<file path="src/rtl/uart_rx_axis_fifo.sv">
// uart_rx_axis_fifo: oversampling UART receiver with majority vote, parity/frame/break checks
// and an output FIFO presented as an AXI-Stream master with tready backpressure.
module uart_rx_axis_fifo #(
    parameter int CLK_FREQ      = 96,
    parameter int BIT_RATE      = 115200,
    parameter int OVERSAMPLE    = 16,
    parameter int BIT_PER_WORD  = 8,
    parameter int PARITY_BIT    = 0,
    parameter int STOP_BITS_NUM = 1,
    parameter int FIFO_DEPTH    = 16
) (
    input  logic                              aclk,
    input  logic                              areset,
    input  logic                              rx,
    output logic [BIT_PER_WORD-1:0]           m_axis_tdata,
    output logic [2:0]                        m_axis_tuser,
    output logic                              m_axis_tvalid,
    input  logic                              m_axis_tready,
    output logic [$clog2(FIFO_DEPTH+1)-1:0]   fifo_count,
    output logic                              overrun,
    input  logic                              overrun_clr,
    output logic                              rx_busy
);
    localparam int BAUD_TICKS = BIT_RATE * OVERSAMPLE;
    localparam int TD_RAW     = (CLK_FREQ * 1000000 + BAUD_TICKS / 2) / BAUD_TICKS;
    localparam int TICK_DIV   = (TD_RAW < 1) ? 1 : TD_RAW;
    localparam int DW = $clog2(TICK_DIV + 1);
    localparam int TW = $clog2(OVERSAMPLE);
    localparam int BW = $clog2(BIT_PER_WORD);
    localparam int AW = $clog2(FIFO_DEPTH);
    localparam int CW = $clog2(FIFO_DEPTH + 1);
    localparam int H  = OVERSAMPLE / 2;
    localparam logic [DW-1:0] DIV_LAST = DW'(TICK_DIV - 1);
    localparam logic [TW-1:0] T_S0     = TW'(H - 1);
    localparam logic [TW-1:0] T_S1     = TW'(H);
    localparam logic [TW-1:0] T_MID    = TW'(H + 1);
    localparam logic [TW-1:0] T_LAST   = TW'(OVERSAMPLE - 1);
    localparam logic [BW-1:0] B_LAST   = BW'(BIT_PER_WORD - 1);
    localparam logic          S_LAST   = 1'(STOP_BITS_NUM - 1);
    localparam logic [CW-1:0] C_FULL   = CW'(FIFO_DEPTH);

    typedef enum logic [2:0] {S_IDLE, S_START, S_DATA, S_PARITY, S_STOP, S_PUSH, S_WAIT} state_t;

    state_t                  r_state;
    logic [1:0]              r_sync;
    logic                    r_rx_prev, r_s0, r_s1;
    logic [DW-1:0]           r_div;
    logic [TW-1:0]           r_t;
    logic [BIT_PER_WORD-1:0] r_shift;
    logic [BW-1:0]           r_bit;
    logic                    r_stop, r_par_err, r_frame_err, r_zero, r_brk, r_overrun;
    logic [AW-1:0]           r_wp, r_rp;
    logic [CW-1:0]           r_count;
    logic [BIT_PER_WORD+2:0] r_mem [FIFO_DEPTH];

    logic w_rx, w_start, w_tick, w_mid, w_end, w_maj, w_par_exp;
    logic w_valid, w_pop, w_push, w_wr;
    logic [BIT_PER_WORD+2:0] w_head;

    assign w_rx      = r_sync[1];
    assign w_start   = (r_state == S_IDLE) && r_rx_prev && !w_rx;
    assign w_tick    = r_div == DIV_LAST;
    assign w_mid     = w_tick && (r_t == T_MID);
    assign w_end     = w_tick && (r_t == T_LAST);
    assign w_maj     = (r_s0 & r_s1) | (r_s0 & w_rx) | (r_s1 & w_rx);
    assign w_par_exp = (PARITY_BIT == 1) ? ~^r_shift : (PARITY_BIT == 2) ? ^r_shift : (PARITY_BIT == 3);

    always_ff @(posedge aclk) begin
        if (areset) begin
            r_sync    <= 2'b11;
            r_rx_prev <= 1'b1;
            r_div     <= '0;
            r_t       <= '0;
            r_s0      <= 1'b0;
            r_s1      <= 1'b0;
        end else begin
            r_sync    <= {r_sync[0], rx};
            r_rx_prev <= w_rx;
            r_div     <= (w_start || w_tick) ? '0 : r_div + 1'b1;
            r_t       <= w_start ? '0 : !w_tick ? r_t : (r_t == T_LAST) ? '0 : r_t + 1'b1;
            if (w_tick && r_t == T_S0) r_s0 <= w_rx;
            if (w_tick && r_t == T_S1) r_s1 <= w_rx;
        end
    end

    always_ff @(posedge aclk) begin
        if (areset) begin
            r_state     <= S_IDLE;
            r_shift     <= '0;
            r_bit       <= '0;
            r_stop      <= 1'b0;
            r_par_err   <= 1'b0;
            r_frame_err <= 1'b0;
            r_zero      <= 1'b0;
            r_brk       <= 1'b0;
        end else begin
            case (r_state)
                S_IDLE: if (w_start) begin
                    r_state     <= S_START;
                    r_bit       <= '0;
                    r_stop      <= 1'b0;
                    r_par_err   <= 1'b0;
                    r_frame_err <= 1'b0;
                    r_zero      <= 1'b1;
                    r_brk       <= 1'b0;
                end
                S_START: if (w_mid && w_maj) r_state <= S_IDLE;
                    else if (w_end) r_state <= S_DATA;
                S_DATA: begin
                    if (w_mid) begin
                        r_shift <= {w_maj, r_shift[BIT_PER_WORD-1:1]};
                        r_zero  <= r_zero & ~w_maj;
                    end
                    if (w_end) begin
                        r_bit <= r_bit + 1'b1;
                        if (r_bit == B_LAST) r_state <= (PARITY_BIT != 0) ? S_PARITY : S_STOP;
                    end
                end
                S_PARITY: if (w_mid) begin
                    r_par_err <= w_maj != w_par_exp;
                    r_zero    <= r_zero & ~w_maj;
                end else if (w_end) r_state <= S_STOP;
                // The last stop bit hands over at its mid-point so a following start edge is not missed
                S_STOP: if (w_mid) begin
                    if (!w_maj) r_frame_err <= 1'b1;
                    r_zero <= r_zero & ~w_maj;
                    if (r_stop == S_LAST) begin
                        r_state <= S_PUSH;
                        r_brk   <= r_zero & ~w_maj;
                    end
                end else if (w_end) r_stop <= 1'b1;
                S_PUSH: r_state <= r_frame_err ? S_WAIT : S_IDLE;
                S_WAIT: if (w_rx) r_state <= S_IDLE;
                default: r_state <= S_IDLE;
            endcase
        end
    end

    assign w_head  = r_mem[r_rp];
    assign w_valid = r_count != '0;
    assign w_pop   = w_valid && m_axis_tready;
    assign w_push  = r_state == S_PUSH;
    assign w_wr    = w_push && ((r_count != C_FULL) || w_pop);

    always_ff @(posedge aclk) begin
        if (w_wr) r_mem[r_wp] <= {r_brk, r_frame_err, r_par_err, r_shift};
    end

    always_ff @(posedge aclk) begin
        if (areset) begin
            r_wp      <= '0;
            r_rp      <= '0;
            r_count   <= '0;
            r_overrun <= 1'b0;
        end else begin
            if (w_wr) r_wp <= r_wp + 1'b1;
            if (w_pop) r_rp <= r_rp + 1'b1;
            r_count   <= r_count + CW'(w_wr) - CW'(w_pop);
            r_overrun <= (w_push && !w_wr) ? 1'b1 : overrun_clr ? 1'b0 : r_overrun;
        end
    end

    assign m_axis_tvalid = w_valid;
    assign m_axis_tdata  = w_valid ? w_head[BIT_PER_WORD-1:0] : '0;
    assign m_axis_tuser  = w_valid ? w_head[BIT_PER_WORD+2:BIT_PER_WORD] : '0;
    assign fifo_count    = r_count;
    assign overrun       = r_overrun;
    assign rx_busy       = r_state != S_IDLE;
endmodule

</file>
<file path="config.mk">
export PLATFORM = sky130hd
export DESIGN_NAME = uart_rx_axis_fifo
export DESIGN_NICKNAME = d
export VERILOG_FILES = /design/src/rtl/uart_rx_axis_fifo.sv
export SDC_FILE = /design/constraint.sdc
export NUM_CORES = 1
export LEC_CHECK = 0
export CAP_MARGIN = 10
export CORE_MARGIN = 5
export CORE_UTILIZATION = 35
export DETAILED_ROUTE_END_ITERATION = 7
export HOLD_SLACK_MARGIN = 0.03
export PLACE_DENSITY = 0.61
export SYNTH_ARGS = -nofsm -noshare
export SYNTH_HDL_FRONTEND = slang
export SYNTH_SLANG_ARGS = --single-unit
</file>
<file path="constraint.sdc">
create_clock -name aclk -period 6.8 [get_ports aclk]
set_input_delay 1.36 -clock aclk [delete_from_list [all_inputs] [get_ports aclk]]
set_output_delay 1.36 -clock aclk [all_outputs]
set_load 0.01 [all_outputs]
</file>
# [Yosys cells after proc, flatten, opt, wreduce, memory -nomap -nowiden]
# Memory sizes are Yosys's and may differ from the RTL's. A register that Yosys moved wholly into a read port is not among the register bits.
# Cells that the tools add are included.
[totals] register_bits=48 ramBits=176 inputBits=5 out_inout_bits=19 elab_cells=132 mem_count=1
[mem_list] memory="r_mem" depth=16 word_bits=11 rd=1 rd_clocked_by_memory_dff=1 write_ports=1 line_no="54" text="logic [BIT_PER_WORD+2:0] r_mem [FIFO_DEPTH];"
[classes] addsub=7 n_eq_ne=27 mux=39 bitwise=7 n_reduce_logical=33
[ops] op="2-to-1 mux 3 bit" n=14
[ops] op="!= test 2 bit (second input constant)" n=12
[ops] op="one-hot mux 3 bit (7 select lines)" n=1
[ops] op="2-to-1 mux 1 bit" n=14
[ops] op="adder 4 x 1 -> 4 bit (second input constant)" n=3
[ops] op="equality test 3 bit (second input constant)" n=4
[ops] op="equality test 4 bit (second input constant)" n=3
[ops] op="2-to-1 mux 4 bit" n=3
[ops] op="AND reduction 4 bit" n=3
[ops] op="logical AND 1 bit" n=10
[ops] op="one-hot mux 1 bit (2 select lines)" n=5
[ops] op="nonzero test 2 bit" n=5
[ops] op="AND reduction 3 bit" n=3
[ops] op="AND reduction 9 bit" n=1
[ops] op="2-to-1 mux 8 bit" n=1
[ops] op="adder 6 x 1 -> 6 bit (second input constant)" n=1
[ops] op="equality test 3 x 2 -> 1 bit (second input constant)" n=2
[ops] op="equality test 6 bit (second input constant)" n=1
[ops] op="one-hot mux 3 bit (2 select lines)" n=1
[ops] op="adder 5 x 1 -> 5 bit" n=1
[ops] op="!= test 5 bit (second input constant)" n=1
[ops] op="nonzero test 5 bit" n=1
[ops] op="subtractor 5 x 1 -> 5 bit" n=1
[ops] op="AND 1 bit" n=4
[ops] op="14 further kinds" n=18

# [Logic depth before layout (Yosys ltp)]
# Gate-level depths: netlist (run 1).
[depth] word_depth=8 mapped_depth=14 mapped_depth_nobuf=14

# [Worst setup path before layout (run 1)]
# No wires, ideal clock.
[synth_path] path_kind="input to register" startpoint="input m_axis_tready" endpoint="memory r_mem[3][0] in the netlist's numbering, enable pin" setup_time_ns=0.408 arrival_ns=2.913 required_time_ns=6.392 setup_slack_ns=3.479 stages=4 n_path_buf=0 cell_sequence="nor2b_1 > a21boi_2 > inv_2 > nor4_1"
[synth_between] elab_chain_len=5
[synth_rtl] item="start: declaration" line_no="18" text="input logic m_axis_tready,"
[synth_rtl] item="logical AND 1 bit" line_no="141" text="assign w_pop = w_valid && m_axis_tready;"
[synth_rtl] item="logical OR 1 bit" line_no="143" text="assign w_wr = w_push && ((r_count != C_FULL) || w_pop);"
[synth_rtl] item="logical AND 1 bit" line_no="143"
[synth_rtl] item="2-to-1 mux 1 bit" line_no="146" text="if (w_wr) r_mem[r_wp] <= {r_brk, r_frame_err, r_par_err, r_shift};"
[synth_rtl] item="2-to-1 mux 1 bit (not written as such)" line_no="146"
[synth_rtl] item="end: declaration" line_no="54"
# No other way between the ends.

==> results of run 1 <==
[placed cells by master (no fill, tap or decap), types with 5 or more instances in the layout]
| cell | netlist | layout |
|---|---|---|
| clkbuf_8 | 1 | 5 |
| nor2b_1 | 5 | 5 |
| buf_4 | 0 | 15 |
| a21oi_1 | 19 | 19 |
| xor2_1 | 8 | 8 |
| inv_1 | 18 | 18 |
| nand3_1 | 16 | 16 |
| mux4_1 | 22 | 22 |
| ha_1 | 17 | 17 |
| mux2i_1 | 5 | 5 |
| clkdlybuf4s50_1 | 0 | 23 |
| xnor2_1 | 7 | 7 |
| nor2_1 | 42 | 42 |
| nor3_1 | 5 | 5 |
| mux4_2 | 33 | 33 |
| nand2_1 | 21 | 21 |
| clkbuf_16 | 0 | 25 |
| dfxtp_1 | 52 | 50 |
| edfxtp_1 | 176 | 176 |
| and2_1 | 17 | 17 |
[layer usage]
layer	vias up	track usage, %	wire length [um]
li1	2208	-	-
met1	2517	16.6	8310
met2	118	20.8	9150
met3	36	1.97	858
met4	0	3.21	507
met5	-	0	0
[cell type report]
| class | count | share of cell area [%] |
|---|---|---|
| inverter | 19 | 0.666 |
| multi-input combinational | 276 | 25.8 |
| clock inverter | 10 | 0.713 |
| tap | 335 | 3.92 |
| timing repair buffer | 38 | 3.20 |
| sequential | 228 | 59.1 |
| clock buffer | 34 | 6.63 |
[worst max-delay path, delay by kind of cell, from the launching register on]
family	cells	cell delay (ns)
buffers and inverters	2	0.90
DFF	1	0.99
muxes	2	1.07
and+or+nand+nor	1	0.18
[stage by stage]
step / total power [mW] / utilization, % / instance area [um2] / hold slack, ns
final: 3.57 / 41.1 / 10700 / 0.429
after CTS: 3.62 / 41.1 / 10700 / 0.435
after floorplan: 2.13 / - / 9280 / 0.389
after detailed placement: 2.34 / 38.1 / 9920 / 0.416
after global placement: 2.32 / 38.1 / 9920 / 0.395
after global routing: 3.73 / 41.1 / 10700 / 0.460
[kinds of logic after synthesis]
group | synth area share, %
flip-flops | 68.2
AND/OR/NAND/NOR | 7.71
multiplexers | 14.8
buffers and inverters | 2.37
AO/OA/AOI/OAI | 2.93
adder cells (fa/ha/maj) | 2.62
XOR/XNOR | 1.42
[registers in the layout, indices dropped and copies added, names as in the netlist, 2 cells and up, named ones only]
| name | count |
|---|---|
| fifo_count | 5 |
| r_bit | 3 |
| r_div | 6 |
| r_mem | 176 |
| r_rp | 4 |
| r_shift | 8 |
| r_state | 3 |
| r_sync | 2 |
| r_t | 4 |
| r_wp | 4 |
[worst min-delay path by stage]
stage	startpoint	endpoint	slack (ns)	cells past startpoint
floorplan	r_sync[0]	r_sync[1]	0.39	1
global placement	r_sync[0]	r_sync[1]	0.39	1
detailed placement	r_sync[0]	r_sync[1]	0.42	1
CTS	r_sync[0]	r_sync[1]	0.43	1
global route	r_sync[0]	r_sync[1]	0.46	1
finish	r_sync[0]	r_sync[1]	0.43	1
[where the power goes]
part | internal [mW] | leakage (nW) | switching [mW] | total (mW)
combinational | 0.405 | 1.13 | 0.270 | 0.675
clock | 0.762 | 0.386 | 0.507 | 1.27
sequential | 1.52 | 2.05 | 0.106 | 1.63
total | 2.69 | 3.57 | 0.883 | 3.57
==> flow_summary.json, run 1 <==
{
  "status": "finished, final reports clean",
  "ff2ff_setup_slack_ns": 3.87,
  "synth_top_area_share_pct": 57.0,
  "cp_slowest_stage_delay_ns": 0.99,
  "cts-root-buf": "clkbuf_16",
  "ys_types": 51,
  "routedWlPerCell_um": 20.0,
  "postSynthAreaPerCell_um2": 16.9,
  "ys_ff_latch": 228,
  "fin_nets": 610,
  "fmax_mhz": 199,
  "post_cts_resized": 0,
  "r2r_end": "fifo_count[4]",
  "syn-cell-area_um2": 9280,
  "die_x_um": 173,
  "critPathMaxFanout": 29,
  "grt_max_degree": 45,
  "h-tree-depth": 1,
  "vias": 4879,
  "wl_um": 18800,
  "io_buffers": 23,
  "ant_nets": 0,
  "area_growth_pct": 15.4,
  "routabilityCongestion": 0.738,
  "clkTransAtPathRegs_ns": 0.06,
  "syn-num-nets": 573,
  "coreArea_um2": 26100,
  "cts_inserted_buffers": 24,
  "grt_usage_pct": 12.3,
  "crit_chain": "buf_4, mux4_1, mux4_2, and2_1, clkdlybuf4s50_1",
  "critPathCaptureType": "output port",
  "clkSinkCount": 228,
  "yosys_warnings": 0,
  "overflow": 0,
  "synth_area_leader_cell": "edfxtp_1",
  "post_cts_buffers": 0,
  "synth_seq_area_share_pct": 68.2,
  "p_leak_nw": 3.57,
  "synth_area_leaders": "edfxtp_1 57%, dfxtp_1 11%, mux4_2 8.0%",
  "grt_pass1_wl_um": 29400,
  "setup_viol": 0,
  "postCtsHoldBufs": 0,
  "clockBufferDepth": 3,
  "cp.arrival_ns": 3.67,
  "rows": 59,
  "die_area_um2": 29900,
  "async_flop_share_pct": 0,
  "io_pins": 24,
  "cts_tree": "yes",
  "die_h_um": 173,
  "grt_pass1_vias": 5200,
  "multi_input_area_um2": 2760,
  "antenna_found_initial": 1,
  "timing.final.ws_setup_ns": 1.77,
  "drt-pass1-iter-count": 5,
  "synth_edf_count": 176,
  "synth.top_cells.by_count": "176 x edfxtp_1, 52 x dfxtp_1, 42 x nor2_1",
  "drive_above_1_share_pct": 16.5,
  "relSlewSlack_pct": 26.6,
  "r2r_cells": 12,
  "place_ws_ns": 2.21,
  "maxCapViolCount": 0,
  "drc": 0,
  "dpl.hpwl_um": 11500,
  "netlist_instances": 550,
  "crit_end": "m_axis_tdata[4]",
  "hold_path.class": "reg2reg",
  "tightest_slew_ns": 1.10,
  "drtIter0Drc": 351,
  "finClkSkew_ns": 0.00700,
  "timing.rr.start": "r_state[2]",
  "fill_cells": 2300,
  "ir_drop_mv": 0.190,
  "vias_per_cell": 5.19,
  "regArea_um2": 6330,
  "insertion_delay_ns": 0.50,
  "drv_slew": 0,
  "rsz0062_at_grt": "false",
  "yosysMostFrequentCell": "edfxtp_1",
  "cp_slowest_cell": "dfxtp_2",
  "critical_path_class": "reg2out",
  "finalHoldViolCount": 0,
  "start_kind": "register",
  "place_inst": 896,
  "stdcell_count": 940,
  "ys_dominant_reg_cell": "edfxtp_1",
  "cp.required_ns": 5.44,
  "period_needed_ns": 5.03,
  "powerDensity_nw_per_um2": 334,
  "initial_core_util_pct": 35.6,
  "min_period_over_period_pct": 73.9,
  "fin_setup_tns_ns": 0,
  "n_antenna_cell": 0
}
Power figures use the tool's default switching activity.
==> inputs of run 2 (changes only) <==
Clock period 6.8 ns to 4.7 ns, I/O delays scaled along.
==> flow_summary.json, run 2 (synthesis gave the netlist of run 1 again) <==
{
  "grt_max_degree": 45,
  "largest_reg_flops": 176,
  "post_cts_buffers": 0,
  "antenna_found_initial": 1,
  "die_x_um": 173,
  "cp.arrival_ns": 3.28,
  "reg_top3": "r_mem: 176 flops, r_shift: 8 flops, r_div: 6 flops",
  "drv_slew": 0,
  "setup_viol": 0,
  "routedWlPerCell_um": 20.1,
  "min_period_over_period_pct": 89.8,
  "initial_core_util_pct": 35.6,
  "period_needed_ns": 4.22,
  "drc": 0,
  "area_growth_pct": 16.1,
  "place_ws_ns": 0.947,
  "post_cts_resized": 0,
  "powerDensity_nw_per_um2": 486,
  "h-tree-depth": 1,
  "status": "finished, final reports clean",
  "routabilityCongestion": 0.737,
  "finClkSkew_ns": 0.0162,
  "grt_pass1_wl_um": 29600,
  "finalHoldViolCount": 0,
  "wl_um": 19000,
  "drt-pass1-iter-count": 4,
  "tightest_slew_ns": 0.923,
  "io_buffers": 23,
  "cts_inserted_buffers": 24,
  "cp_slowest_cell": "dfxtp_2",
  "insertion_delay_ns": 0.52,
  "die_area_um2": 29900,
  "clockBufferDepth": 3,
  "clkTransAtPathRegs_ns": 0.06,
  "critPathMaxFanout": 20,
  "fin_setup_tns_ns": 0,
  "cts_tree": "yes",
  "n_antenna_cell": 0,
  "coreArea_um2": 26100,
  "ant_nets": 0,
  "post-route-util_pct": 41.3,
  "rsz0062_at_grt": "false",
  "hold_slack_ns": 0.413,
  "clkSinkCount": 228,
  "cts-root-buf": "clkbuf_16",
  "critPathCaptureType": "output port",
  "layout_commonest_cell": "edfxtp_1",
  "critical_path_class": "reg2out",
  "die_h_um": 173,
  "vias": 4947,
  "fin_nets": 614,
  "most-common-layout-cells": "176 x edfxtp_1, 50 x dfxtp_1, 42 x nor2_1, 33 x mux4_2, 24 x clkbuf_16",
  "relSlewSlack_pct": 38.4,
  "fmax_mhz": 237,
  "grt_pass1_vias": 5198,
  "overflow": 0,
  "largest-register": "r_mem",
  "drtIter0Drc": 327,
  "p_leak_nw": 3.60,
  "io_pins": 24,
  "crit_chain": "buf_12, mux4_1, mux4_2, and2_1, clkdlybuf4s50_1",
  "start_kind": "register",
  "fill_cells": 2312,
  "cp.required_ns": 3.76,
  "timing.final.ws_setup_ns": 0.481,
  "grt_usage_pct": 12.5,
  "maxCapViolCount": 0,
  "postCtsHoldBufs": 0,
  "drive_above_1_share_pct": 17.1,
  "dpl.hpwl_um": 11800,
  "rows": 59,
  "ir_drop_mv": 0.269,
  "cp_slowest_stage_delay_ns": 0.78,
  "hold_path.class": "reg2reg",
  "vias_per_cell": 5.24
}
run 2: path summary, 6_finish.rpt:
path              cells past startpoint       start  slack (ns)         endpoint
setup / recovery                      5    register        0.48  m_axis_tdata[0]
hold / removal                        1   r_sync[0]        0.41        r_sync[1]
setup reg to reg                     12  r_state[2]        1.72    fifo_count[4]
hold reg to reg                       1   r_sync[0]        0.41        r_sync[1]
run 2: layout make-up:
type	count	area, um2	area share, %
multi-input combinational	276	2760	25.6
sequential	228	6330	58.8
inverter	19	71.3	0.662
tap	335	419	3.89
clock inverter	15	169	1.57
timing repair buffer	42	385	3.58
clock buffer	29	639	5.94
run 2: power by group:
part           switching [mW]  total [mW]  internal [mW]  leakage, nW
registers              0.0947        2.30           2.20         2.05
clock network           0.747        1.89           1.14        0.388
logic                   0.455        1.06          0.602         1.16
run 2: layer usage:
| metal | global-route usage, % | vias up | part of all wire (%) |
|---|---|---|---|
| met5 | 0 | - | 0 |
| met4 | 4.13 | 0 | 3.4 |
| met3 | 1.99 | 37 | 4.7 |
| met2 | 20.6 | 129 | 48 |
| met1 | 17.1 | 2552 | 44 |
| li1 | - | 2229 | - |
run 2: worst max-delay path, delay by kind of cell (launching register included):
| kind | cells | cell delay (ns) |
|---|---|---|
| buffers and inverters | 2 | 0.76 |
| flip-flops | 1 | 0.78 |
| AND/OR/NAND/NOR | 1 | 0.18 |
| multiplexers | 2 | 1.05 |
run 2: metrics by stage:
stage	cells	power, mW	instance area [um2]
detailed placement	900	3.42	9960
global placement	900	3.39	9960
CTS	944	5.31	10800
global route	944	5.48	10800
floorplan	550	3.08	9280
finish	944	5.24	10800
==> edit 1: new RTL, config.mk and constraints of run 1 <==
`r_t` no longer has a reset.
--- a/src/rtl/uart_rx_axis_fifo.sv
+++ b/src/rtl/uart_rx_axis_fifo.sv
@@ -71,5 +71,4 @@
             r_rx_prev <= 1'b1;
             r_div     <= '0;
-            r_t       <= '0;
             r_s0      <= 1'b0;
             r_s1      <= 1'b0;
@@ -78,8 +77,11 @@
             r_rx_prev <= w_rx;
             r_div     <= (w_start || w_tick) ? '0 : r_div + 1'b1;
-            r_t       <= w_start ? '0 : !w_tick ? r_t : (r_t == T_LAST) ? '0 : r_t + 1'b1;
             if (w_tick && r_t == T_S0) r_s0 <= w_rx;
             if (w_tick && r_t == T_S1) r_s1 <= w_rx;
         end
+    end
+
+    always_ff @(posedge aclk) begin
+        r_t <= w_start ? '0 : !w_tick ? r_t : (r_t == T_LAST) ? '0 : r_t + 1'b1;
     end
 
Formal check against the unedited RTL: no difference found for any inputs over 10 cycles, from zero or initial values and one cycle with areset high; that may be too few to reach the edited logic, so the function may still have changed.
==> edit 1 against run 1 <==
  * Critical path depth stayed put
  * Synthesized area is 0.62% higher
  * Largest cell class unchanged
  * Setup slack better by 150 ps
  * Sequential cell count stayed put
  * Fmax is 3.2% higher
  * Final cell count is 0.74% lower
  * Cell area is 0.49% higher
  * Total power is 2.5% lower
  * Global-route usage is 0.16 points higher
  * Synthesized cell count is 1.1% lower
  * Combinational power is 3.0% lower
  * Sequential share of layout area is 0.29 points lower
  * Core utilization is 0.085 points higher
  * Routed wire length is 0.41% lower
==> edit 1: results (changes against run 1) <==
[metrics] status: finished clean
[metrics] adder and majority gate portion of the synthesized area: 2.60% (-0.016 points)
[metrics] main flop type after synthesis: edfxtp_1
[metrics] xor/xnor share of the synthesized area: 1.41% (-0.0087 points)
[metrics] Max rail drop VDD: 174 uV (-8.6%)
[metrics] Avg WL per Cell: 20.1 um (+0.34%)
[metrics] largest registers in the final layout: r_mem x176, r_shift x8, r_div x6
[metrics] register area share after synthesis: 67.8% (-0.42 points)
[metrics] leakage power figure: 3.50 nW (-1.8%)
[metrics] seq pwr: 1.59 mW (-2%)
[metrics] largest driver fanout on the critical path: 25 (-14%)
[metrics] cell-internal power: 2.64 mW (-1.7%)
[metrics] setup slack after placement: 2370 ps (+165 ps)
[metrics] Layout Nets: 605 (-0.82%)
[metrics] initial drt markers: 452 (+29%)
[metrics] antenna diode instance count: 0 (unchanged)
[metrics] Synth cell types: 53 (+3.9%)
[metrics] synthesized netlist net count: 567 (-1.0%)
[metrics] post-DP HPWL: 11.4 mm (-1.3%)
[metrics] number of buffers inserted during clock tree synthesis: 22 (-8.3%)
[metrics] Hold Path Class: register to register
[metrics] proportion of layout cells with a drive suffix above 1: 16.9% (+0.36 points)
[metrics] asr flop ratio synth: 0% (unchanged)
[metrics] critical path data arrival time: 3510 ps (-160 ps)
[metrics] most common library cell in the layout ignoring fill and taps: edfxtp_1
[metrics] first drt pass iteration count: 5 (unchanged)
[metrics] slew at the pin closest to its max-slew limit: 1090 ps (-6.06 ps)
[metrics] compound-gate portion of the synthesized area: 2.49% (-0.43 points)
[metrics] proportion of synthesized area in mux cells: 15.8% (+1.1 points)
[metrics] gate count of the mapped netlist: 544 (-1.1%)
[metrics] clock skew after layout: 8.72 ps (+1.73 ps)
[metrics] Routability Congestion: 0.750 (+1.7%)
[metrics] detailed-route via count: 4821 (-1.2%)
[metrics] number of global-route vias before repair: 5030 (-3.3%)
[metrics] number of H-tree levels: 1 (unchanged)
[metrics] first-pass GRT wire length: 29.3 mm (-0.31%)
[metrics] initial antenna violation count: 0 (-1)
[metrics] cell at the root of the clock tree: clkbuf_16
[metrics] GRT Total Usage: 12.4% (+0.16 points)
[metrics] Port-buffer cells: 23 (unchanged)
[metrics] commonest cells in the synthesized netlist: 176 x edfxtp_1, 52 x dfxtp_1, 46 x nor2_1
[metrics] number of non-filler instances in the completed layout: 933 (-0.74%)
[metrics] Placed Cells: 893 (-0.33%)
[metrics] relative contribution of combinational cells to total power: a little under a fifth
[metrics] Gates resized, CTS repair: 0 (unchanged)
[metrics] biggest area contributors in the synthesized netlist: edfxtp_1 57%, dfxtp_1 11%, mux4_1 8.2%
## edit 1: cell count changes in the layout (fill, tap and decap cells not counted), sizes merged, moves of 3 or more
cell and change:
mux2i +7, nor3 +9, nand3 -7, clkinv -4, o31ai +3, a21oi -5, and2 -7, nor2 +5
a211oi -4
## edit 1: critical path: stages, from the launching register on
cell	delay [ps]
dfxtp_2	730
buf_4	520
mux4_1	620
mux4_2	480
and2_1	170
clkdlybuf4s50_1	480
## edit 1: area by class of cell
cell class	count	area (um2)
clock buffer	35	702
multi-input combinational	272	2830
sequential	228	6330
inverter	19	71.3
tap	335	419
timing repair buffer	39	350
fill	2329	15400
clock inverter	5	53.8
## edit 1: worst paths after layout
| path | end | slack [ps] | cells past startpoint | from |
|---|---|---|---|---|
| max | m_axis_tdata[5] | 1930 | 5 | register |
| min | r_sync[1] | 430 | 1 | r_sync[0] |
| max reg2reg | fifo_count[4] | 3700 | 12 | r_state[2] |
| min reg2reg | r_sync[1] | 430 | 1 | r_sync[0] |
## edit 1: routing by layer
layer | up-vias | track usage [%] | share of wire, %
met5 | - | 0 | 0
met4 | 0 | 2.46 | 1.5
met3 | 22 | 2.38 | 4.0
li1 | 2203 | - | -
met1 | 2488 | 16.5 | 45
met2 | 108 | 21.5 | 50
## edit 1: per-stage QoR
step | total power, mW | instance area, um2
4_1_cts | 3.52 | 10800
5_1_grt | 3.64 | 10800
6_report | 3.48 | 10800
3_3_place_gp | 2.27 | 10000
2_1_floorplan | 2.09 | 9340
3_5_place_dp | 2.29 | 10000
## edit 1: cell families (layout without fill, tap and decap cells)
family	Yosys count	count (layout)
multiplexers	68	68
XOR/XNOR	15	15
AO/OA/AOI/OAI	34	34
buffers and inverters	44	98
AND/OR/NAND/NOR	136	136
adder cells (fa/ha/maj)	19	19
flip-flops	228	228
==> edit 2: new RTL, settings of run 1 <==
Made on the original files. Set the parameter `PARITY_BIT` to 1 (it was 0).
--- a/src/rtl/uart_rx_axis_fifo.sv
+++ b/src/rtl/uart_rx_axis_fifo.sv
@@ -6,5 +6,5 @@
     parameter int OVERSAMPLE    = 16,
     parameter int BIT_PER_WORD  = 8,
-    parameter int PARITY_BIT    = 0,
+    parameter int PARITY_BIT    = 1,
     parameter int STOP_BITS_NUM = 1,
     parameter int FIFO_DEPTH    = 16
Function: no difference found for any inputs over 10 cycles, from zero or initial values and one cycle with areset high; that may be too few to reach the edited logic, so the function may still have changed.
==> edit 2 against run 1 <==
  * Total power fell by 4.5%
  * Sequential cell count stayed put
  * Synthesized area about the same
  * Setup slack better by 24 ps
  * Routed wire length up 3.0%
  * Largest power group unchanged
  * Hold slack got worse by 7.2 ps
  * Cell area down 0.62%
  * Register-to-register slack worse by 620 ps
  * Highest routed layer unchanged
==> edit 2: results (changes against run 1) <==
[metrics] status: finished clean
[metrics] leakage power figure: 3.46 nW (-3.0%)
[metrics] cell at the root of the clock tree: clkbuf_16
[metrics] Max stage delay cell, worst path: dfxtp_2
[metrics] Top delay family on crit path: multiplexers
[metrics] Post-Route WL: 19.4 mm (+3.0%)
[metrics] Port-buffer cells: 23 (unchanged)
[metrics] largest driver fanout on the critical path: 25 (-14%)
[metrics] register area share after synthesis: 68.2% (about the same)
[metrics] Layout Nets: 614 (+0.66%)
[metrics] commonest cells in the synthesized netlist: 176 x edfxtp_1, 55 x mux4_2, 52 x dfxtp_1
[metrics] Post-CTS Repair Setup Buffers: 0 (unchanged)
[metrics] synthesized netlist net count: 580 (+1.2%)
[metrics] met3 usage in global routing: 2.34% (+0.37 points)
[metrics] GRT met2 Usage: 21.0% (+0.18 points)
[metrics] number of H-tree levels: 1 (unchanged)
[metrics] Gates resized, CTS repair: 0 (unchanged)
[metrics] routed length on met1: 8.68 mm (+4.5%)
[metrics] EDFF count, synth: 176 (unchanged)
[metrics] number of vias per cell: 5.18 (-0.11%)
[metrics] critical path data arrival time: 3640 ps (-30 ps)
[metrics] antenna diode instance count: 0 (unchanged)
[metrics] Fillers: 2328 (+1.2%)
[metrics] clock input transition at the sequential cells of the worst setup and hold paths: 60 ps (about the same)
[metrics] initial antenna violation count: 0 (-1)
[metrics] largest registers in the final layout: r_mem x176, r_shift x8, r_div x6
[metrics] GRT Total Usage: 12.9% (+0.66 points)
[metrics] amount of wire on met3 after detailed routing: 1.08 mm (+26%)
[metrics] number of global-route vias before repair: 5276 (+1.5%)
[metrics] post-DP HPWL: 11.9 mm (+3.3%)
[metrics] amount of wire on met2 after detailed routing: 9.29 mm (+1.5%)
[metrics] Hold Path Class: register to register
[metrics] proportion of layout cells with a drive suffix above 1: 19.6% (+3.0 points)
[metrics] initial drt markers: 519 (+48%)
[metrics] biggest area contributors in the synthesized netlist: edfxtp_1 57%, mux4_2 13%, dfxtp_1 11%
[metrics] slew at the pin closest to its max-slew limit: 1220 ps (+118 ps)
[metrics] Yosys warning total: 0 (unchanged)
[metrics] Routability Congestion: 0.770 (+4.4%)
[metrics] first-pass GRT wire length: 30.6 mm (+4.3%)
[metrics] number of buffers inserted during clock tree synthesis: 23 (-4.2%)
[metrics] first drt pass iteration count: 4 (-1)
[metrics] Bufs on Longest Clock Path: 3 (unchanged)
[metrics] main flop type after synthesis: edfxtp_1
[metrics] global routing met1 resource utilization: 18.3% (+1.7 points)
[metrics] delay of the slowest cell on the worst path: 940 ps (-50 ps)
[metrics] maximum number of pins on one net before global-route repair: 45 (unchanged)
[metrics] Synth cell types: 50 (-2.0%)
[metrics] clock skew after layout: 17.0 ps (+9.96 ps)
[metrics] asr flop ratio synth: 0% (unchanged)
[metrics] top layer in use: met4
[metrics] clk_lat worst skew: 510 ps
[metrics] Max rail drop VDD: 264 uV (+39%)
## edit 2: cell types whose count changed in the layout (fill, tap and decap cells not counted), moves of 3 or more
cell and change:
mux4_2 +22, nand2b_1 +3, nand2_1 +8, mux4_1 -22, nand3_1 -10, a211oi_1 -4
buf_4 -3, nor2_1 -4, clkbuf_8 -4, xnor2_1 +3
## edit 2: cells by family after synthesis
kind of cell / Yosys count / share of synthesized area (%)
flip-flops: 228 / 68.2
AND/OR/NAND/NOR: 142 / 7.94
multiplexers: 60 / 13.9
buffers and inverters: 46 / 2.28
AO/OA/AOI/OAI: 41 / 2.90
XOR/XNOR: 21 / 2.13
adder cells (fa/ha/maj): 19 / 2.62
## edit 2: where the power goes
group          total [mW]  switching [mW]  internal (mW)  leakage [nW]
Clock                1.19           0.512          0.674         0.348
Combinational       0.617           0.240          0.377          1.07
Sequential           1.61           0.100           1.51          2.04
Total                3.41           0.852           2.56          3.46
## edit 2: cell type report
cell class / instances / area share, %
Clock buffer: 29 / 5.73
Clock inverter: 13 / 0.894
Inverter: 20 / 0.706
Multi-Input combinational cell: 283 / 26.2
Sequential cell: 228 / 59.5
Tap cell: 335 / 3.94
Timing Repair Buffer: 35 / 3.01
## edit 2: through the flow
step	setup WS, ps	instances	area, um2
after floorplan	3440	557	9270
after global placement	2260	901	9930
after detailed placement	2200	901	9930
after CTS	1670	943	10600
after global routing	1520	943	10600
final	1800	943	10600
## edit 2: worst paths after layout
| path | start | to | slack (ps) | cells past startpoint |
|---|---|---|---|---|
| worst min register to register | r_sync[0] | r_sync[1] | 420 | 1 |
| worst max register to register | fifo_count[3] | fifo_count[4] | 3250 | 14 |
| worst min-delay path | r_sync[0] | r_sync[1] | 420 | 1 |
| worst max-delay path | register | m_axis_tdata[0] | 1800 | 5 |
